--- src/rtl/vedic_multiplier_pipe.sv ---
// Pipelined Urdhva-Tiryagbhyam multiplier: an array of 2x2 Vedic cells feeds one
// merge register per recursion level; signed operands are handled as sign-magnitude.
module vedic_multiplier_pipe #(
  parameter int WIDTH = 8
) (
  input  logic                 clk,
  input  logic                 rst,
  input  logic                 in_valid,
  output logic                 in_ready,
  input  logic [WIDTH-1:0]     in_a,
  input  logic [WIDTH-1:0]     in_b,
  input  logic                 in_signed,
  output logic                 out_valid,
  input  logic                 out_ready,
  output logic [2*WIDTH-1:0]   out_product,
  output logic                 busy
);
  localparam int LAT = $clog2(WIDTH);

  function automatic logic [3:0] vedic2x2(input logic [1:0] a, input logic [1:0] b);
    logic [1:0] mid, top;
    mid = {1'b0, a[1] & b[0]} + {1'b0, a[0] & b[1]};
    top = {1'b0, a[1] & b[1]} + {1'b0, mid[1]};
    return {top, mid[0], a[0] & b[0]};
  endfunction

  logic             adv;
  logic [LAT:1]     vld_pipe_q;
  logic [WIDTH-1:0] mag_a, mag_b;
  logic             sgn_d;

  // Global stall: every stage moves only when the output slot is free or draining.
  assign adv       = !vld_pipe_q[LAT] || out_ready;
  assign in_ready  = adv;
  assign out_valid = vld_pipe_q[LAT];
  assign busy      = |vld_pipe_q;

  // Unary minus of the most-negative value wraps to 2^(W-1), which is the correct magnitude.
  always_comb begin
    mag_a = in_a;
    mag_b = in_b;
    sgn_d = 1'b0;
    if (in_signed) begin
      if (in_a[WIDTH-1]) mag_a = -in_a;
      if (in_b[WIDTH-1]) mag_b = -in_b;
      sgn_d = in_a[WIDTH-1] ^ in_b[WIDTH-1];
    end
  end

  always_ff @(posedge clk or posedge rst) begin
    if (rst) begin
      vld_pipe_q <= '0;
    end else if (adv) begin
      vld_pipe_q[1] <= in_valid;
      for (int k = 2; k <= LAT; k++) vld_pipe_q[k] <= vld_pipe_q[k-1];
    end
  end

  // Level j holds (WIDTH/2^j)^2 products of 2^j-bit chunks, index = a_chunk*N + b_chunk.
  for (genvar j = 1; j <= LAT; j++) begin : g_lvl
    localparam int N  = WIDTH >> j;
    localparam int PW = 2 << j;
    logic [N*N-1:0][PW-1:0] mag, pp_d, pp_q;
    logic                   sgn_in;

    if (j == 1) begin : g_cell
      assign sgn_in = sgn_d;
      always_comb begin
        mag = '0;
        for (int ia = 0; ia < N; ia++)
          for (int ib = 0; ib < N; ib++)
            mag[ia*N+ib] = vedic2x2(mag_a[2*ia +: 2], mag_b[2*ib +: 2]);
      end
    end else begin : g_merge
      assign sgn_in = g_lvl[j-1].g_sgn.sgn_q;
      // {hh,ll} concatenation is exact since ll < 2^(PW/2); cross terms added at full width.
      always_comb begin
        mag = '0;
        for (int ia = 0; ia < N; ia++)
          for (int ib = 0; ib < N; ib++)
            mag[ia*N+ib] = {g_lvl[j-1].pp_q[(2*ia+1)*(2*N) + 2*ib+1],
                            g_lvl[j-1].pp_q[(2*ia)*(2*N) + 2*ib]}
                         + ((PW'(g_lvl[j-1].pp_q[(2*ia+1)*(2*N) + 2*ib])
                           + PW'(g_lvl[j-1].pp_q[(2*ia)*(2*N) + 2*ib+1])) << (PW/4));
      end
    end

    if (j == LAT) begin : g_neg
      assign pp_d[0] = sgn_in ? -mag[0] : mag[0];
    end else begin : g_sgn
      logic sgn_q;
      assign pp_d = mag;
      always_ff @(posedge clk or posedge rst) begin
        if (rst)      sgn_q <= 1'b0;
        else if (adv) sgn_q <= sgn_in;
      end
    end

    always_ff @(posedge clk or posedge rst) begin
      if (rst)      pp_q <= '0;
      else if (adv) pp_q <= pp_d;
    end
  end

  assign out_product = g_lvl[LAT].pp_q[0];

endmodule

--- config.mk ---
export PLATFORM = sky130hd
export DESIGN_NAME = vedic_multiplier_pipe
export DESIGN_NICKNAME = d
export VERILOG_FILES = /design/src/rtl/vedic_multiplier_pipe.sv
export SDC_FILE = /design/constraint.sdc
export NUM_CORES = 1
export LEC_CHECK = 0
export ABC_AREA = 1
export BUFFER_PORTS_ARGS = -buffer_cell sky130_fd_sc_hd__buf_2
export CORE_MARGIN = 8
export CORE_UTILIZATION = 45
export DETAILED_ROUTE_END_ITERATION = 6
export GPL_TIMING_DRIVEN = 0
export SLEW_MARGIN = 15
export SYNTH_ARGS = -nofsm -noshare
export SYNTH_HDL_FRONTEND = slang
export SYNTH_SLANG_ARGS = --single-unit
--- constraint.sdc ---
create_clock -name clk -period 5.82 [get_ports clk]
set_clock_uncertainty 0.2 [all_clocks]
set_input_delay 0.582 -clock clk [delete_from_list [all_inputs] [get_ports clk]]
set_output_delay 0.582 -clock clk [all_outputs]
set_load 0.1 [all_outputs]
==> metrics.md <==
| Metric | Value |
|---|---|
| Post-synthesis cell area | `0.007646 mm^2` |
| Tcrit/Tclk final | `0.6111` |
| WP data required | `5.92 ns` |
| Setup TNS | `0 ns` |
| Diode count | `0` |
| Cell Int Power | `2.636 mW` |
| #FFs+latches synth | `117` |
| Cell area power density | `583.6 mW/mm^2` |
| CTS tree | `built` |
| Worst-margin pin slew | `1.046 ns` |
| Placed cells | `1,243` |
| Top Ports | `40` |
| # DRC | `0` |
| Share of cells above drive strength 1 | `0.09194` |
| Maxcap violations | `0` |
| Area delta synth->final | `14.27%` |
| Most common cell on crit path | `nand2_1` |
| Clock period minus worst slack | `3.557 ns` |
| Worst skew pair latency | `0.42 ns` |
| Via count | `6,311` |
| Antenna-violating nets left | `0` |
| Root Buffer Master | `clkbuf_16` |
| Row count | `47` |
| H-Tree Depth | `4` |
| Crit path largest cell delay | `0.40 ns` |
| Pin count of the biggest net entering global routing | `76` |
| Worst-path fanout max | `5` |
| First-pass GRT wire length | `32,050 um` |
| Cells after Synth | `983` |
| Yosys cell types | `31` |
| Initial antenna violation count | `0` |
| Filler instances | `1,643` |
| Combinational power share | `0.555` |
| Slew HR | `0.3005` |
| Syn avg cell area | `7.778 um^2` |
| Status | `complete, no violations` |
| Peak VDD IR | `0.0003748 V` |
| Post-CTS Resized | `0` |
| Clk slew on worst S/H paths | `0.05 ns` |
| TritonCTS buffer count | `17` |
| Die Y | `146.4 um` |
| Die width | `146.4 um` |
| First-pass iteration count of the detailed router | `5` |
| Detailed Place HPWL | `14,420 um` |
| Total track usage | `0.1889` |
| Hold Path Class | `input port to register` |
| RSZ-0062 raised after global routing | `false` |
| TritonCTS Sinks | `117` |
| Overflow after GRT | `0` |
| Max Root-Sink Buffers | `2` |
| Number of buffers and inverters on the critical path | `2` |
| Final hold violations | `0` |
| Critical Path, Cell by Cell | `ha_1 -> inv_1 -> fa_1 -> o21ai_0 -> nand2_1 -> nand2_1 -> a21oi_1 -> o21ai_0 -> a21o_1 -> ha_1 -> nand2_1 -> inv_1 -> a21boi_0 -> nand3_1 -> nand2_1 -> nand2_1 -> nand2_1 -> nand2_1 -> nand3_1 -> nand2_1 -> nand3_1 -> nand2_1` |
| Postcts setup bufs | `0` |
| Clock power share | `0.205` |
| YS warnings | `0` |
| Avg WL per Cell | `15.13 um` |
| DRT Wirelength | `19,290 um` |
| Vias per cell | `4.950` |
| Routability cong. | `0.8092` |
| Vias in the first global route | `6,288` |
| DRT iter0 DRCs | `306` |
| Sequential Power Share | `0.239` |
| WP data arrival | `3.66 ns` |
| Port buffer count | `39` |
| Pleak | `4.863 nW` |
| Net Count, Synth | `1,104` |
| Sw Share | `0.4831` |
| Initial core utilization | `0.4611` |
| Die area | `0.02142 mm^2` |
| NumNets Final | `1,164` |
| Cell family with the largest share of critical-path delay | `simple AND/OR/NAND/NOR gates` |
| Switch Pwr | `2.464 mW` |
| CORE AREA | `0.01658 mm^2` |
| Startpoint Class | `register` |
| CP Class | `register to register` |
| Final setup viols | `0` |
| Crit end category | `register` |
| Final Slew Violations | `0` |
| Slowest-stage cell, CP | `fa_1` |
| Final std cells w/o fill | `1,275` |
| Fmax achieved | `281.2 MHz` |
| Seq/Total Area, Yosys | `0.3829` |
[worst register-to-register path, cell delays in order, from the launching register on]
cell      delay, ns
dfrtp_1        0.36
ha_1           0.18
inv_1          0.06
fa_1           0.40
o21ai_0        0.31
nand2_1        0.09
nand2_1        0.07
a21oi_1        0.08
o21ai_0        0.17
a21o_1         0.14
ha_1           0.27
nand2_1        0.10
inv_1          0.04
a21boi_0       0.24
nand3_1        0.12
nand2_1        0.07
nand2_1        0.09
nand2_1        0.08
nand2_1        0.07
nand3_1        0.09
nand2_1        0.05
nand3_1        0.10
nand2_1        0.06
[flip-flops by register name, indices dropped and copies added (netlist names)]
register	cells
g_lvl.g_sgn.sgn_q	2
g_lvl.pp_q	96
out_product	16
vld_pipe_q	3
[cells in the final DEF (no fill, tap or decap), types with 10 or more instances in the layout]
master / netlist / final
a21oi_1: 35 / 35
ha_1: 90 / 90
dfrtp_1: 117 / 117
buf_2: 7 / 46
xor2_1: 23 / 23
fa_1: 10 / 10
xnor2_1: 13 / 13
or2_2: 10 / 10
nand3_1: 48 / 48
o21ai_0: 54 / 54
inv_1: 81 / 80
nand2_1: 350 / 350
clkbuf_16: 0 / 17
clkbuf_1: 16 / 24
nor2_1: 74 / 74
[synth_stat cells]
cell / number / area (um^2)
nor2_1: 74 / 277.8
inv_2: 2 / 7.510
o22ai_1: 2 / 12.51
nor3_1: 7 / 35.03
o21ai_1: 7 / 35.03
nand3b_1: 3 / 22.52
xor2_1: 23 / 201.4
nand2_1: 350 / 1314
o21ai_2: 1 / 8.760
or2_1: 1 / 6.260
nand4_1: 8 / 50.05
a21oi_1: 35 / 175.2
buf_1: 2 / 7.510
or2_2: 10 / 62.56
inv_1: 81 / 304.0
nor2_2: 4 / 25.02
nand2_2: 6 / 37.54
a31oi_1: 4 / 25.02
clkbuf_1: 16 / 60.06
buf_2: 7 / 35.03
nand3_2: 2 / 20.02
o21ai_0: 54 / 270.3
dfrtp_1: 117 / 2928
a21boi_0: 1 / 7.510
fa_1: 10 / 200.2
ha_1: 90 / 1126
a21o_1: 3 / 22.52
xnor2_1: 13 / 113.9
nand3_1: 48 / 240.2
clkinv_1: 1 / 3.750
nand2_4: 1 / 11.26
[layout make-up]
class                      instances  area [um^2]  area share
multi-input combinational        757         4300      0.4922
sequential                       117         2928      0.3351
clock buffer                      27        483.0     0.05528
inverter                          84        320.3     0.03666
tap                              220        275.3     0.03151
timing repair buffer              41        232.7     0.02664
buffer                            25        102.6     0.01174
clock inverter                     4        95.09     0.01088
[stage by stage]
step	hold slack (ns)	total power, mW	instance area (um^2)	util	setup slack [ns]
2_1_floorplan	0.2422	3.473	7646	-	1.937
3_3_place_gp	0.2569	4.035	8117	0.4894	0.3423
3_5_place_dp	0.2632	4.071	8149	0.4914	2.247
4_1_cts	0.1682	5.136	8737	0.5269	2.238
5_1_grt	0.2183	5.573	8737	0.5269	1.814
6_report	0.1753	5.099	8737	0.5269	2.263
[final timing paths]
kind | start | end | slack, ns | cells past startpoint
max | g_lvl[2].pp_q[16] | out_product[15] | 2.26 | 22
min | in_valid | vld_pipe_q[1] | 0.18 | 3
max reg2reg | g_lvl[2].pp_q[16] | out_product[15] | 2.26 | 22
min reg2reg | g_lvl[1].pp_q[32] | g_lvl[2].pp_q[16] | 0.27 | 2
max in group asynchronous | rst | g_lvl[2].pp_q[23] | 4.17 | 4
min in group asynchronous | rst | out_product[4] | 0.53 | 3
[power by group through the flow]
| stage | logic (mW) | registers [mW] | clock network, mW |
|---|---|---|---|
| finish | 2.83 | 1.22 | 1.05 |
| global route | 3.22 | 1.25 | 1.10 |
| CTS | 2.86 | 1.22 | 1.06 |
| detailed placement | 2.84 | 1.23 | 0 |
| global placement | 2.81 | 1.22 | 0 |
| floorplan | 1.86 | 1.61 | 0 |
[per-layer routing]
layer	up-vias	wire (um)	track usage
met4	0	418	0.06698
met1	2889	9195	0.2393
met3	23	715	0.03863
met5	-	0	0
met2	119	8960	0.3134
li1	3280	-	-
[cell families after synthesis]
group / share of synthesized area
AND/OR/NAND/NOR: 0.2749
flip-flops: 0.3829
buffers and inverters: 0.05466
AO/OA/AOI/OAI: 0.07282
adder cells (fa/ha/maj): 0.1735
XOR/XNOR: 0.04124
[what timing repair did]
action	4_1_cts	5_1_grt
setup endpoints to repair	0	0
hold buffers	1	0
hold endpoints to repair	23	0
Note: power is estimated with default switching activity, not from simulation.
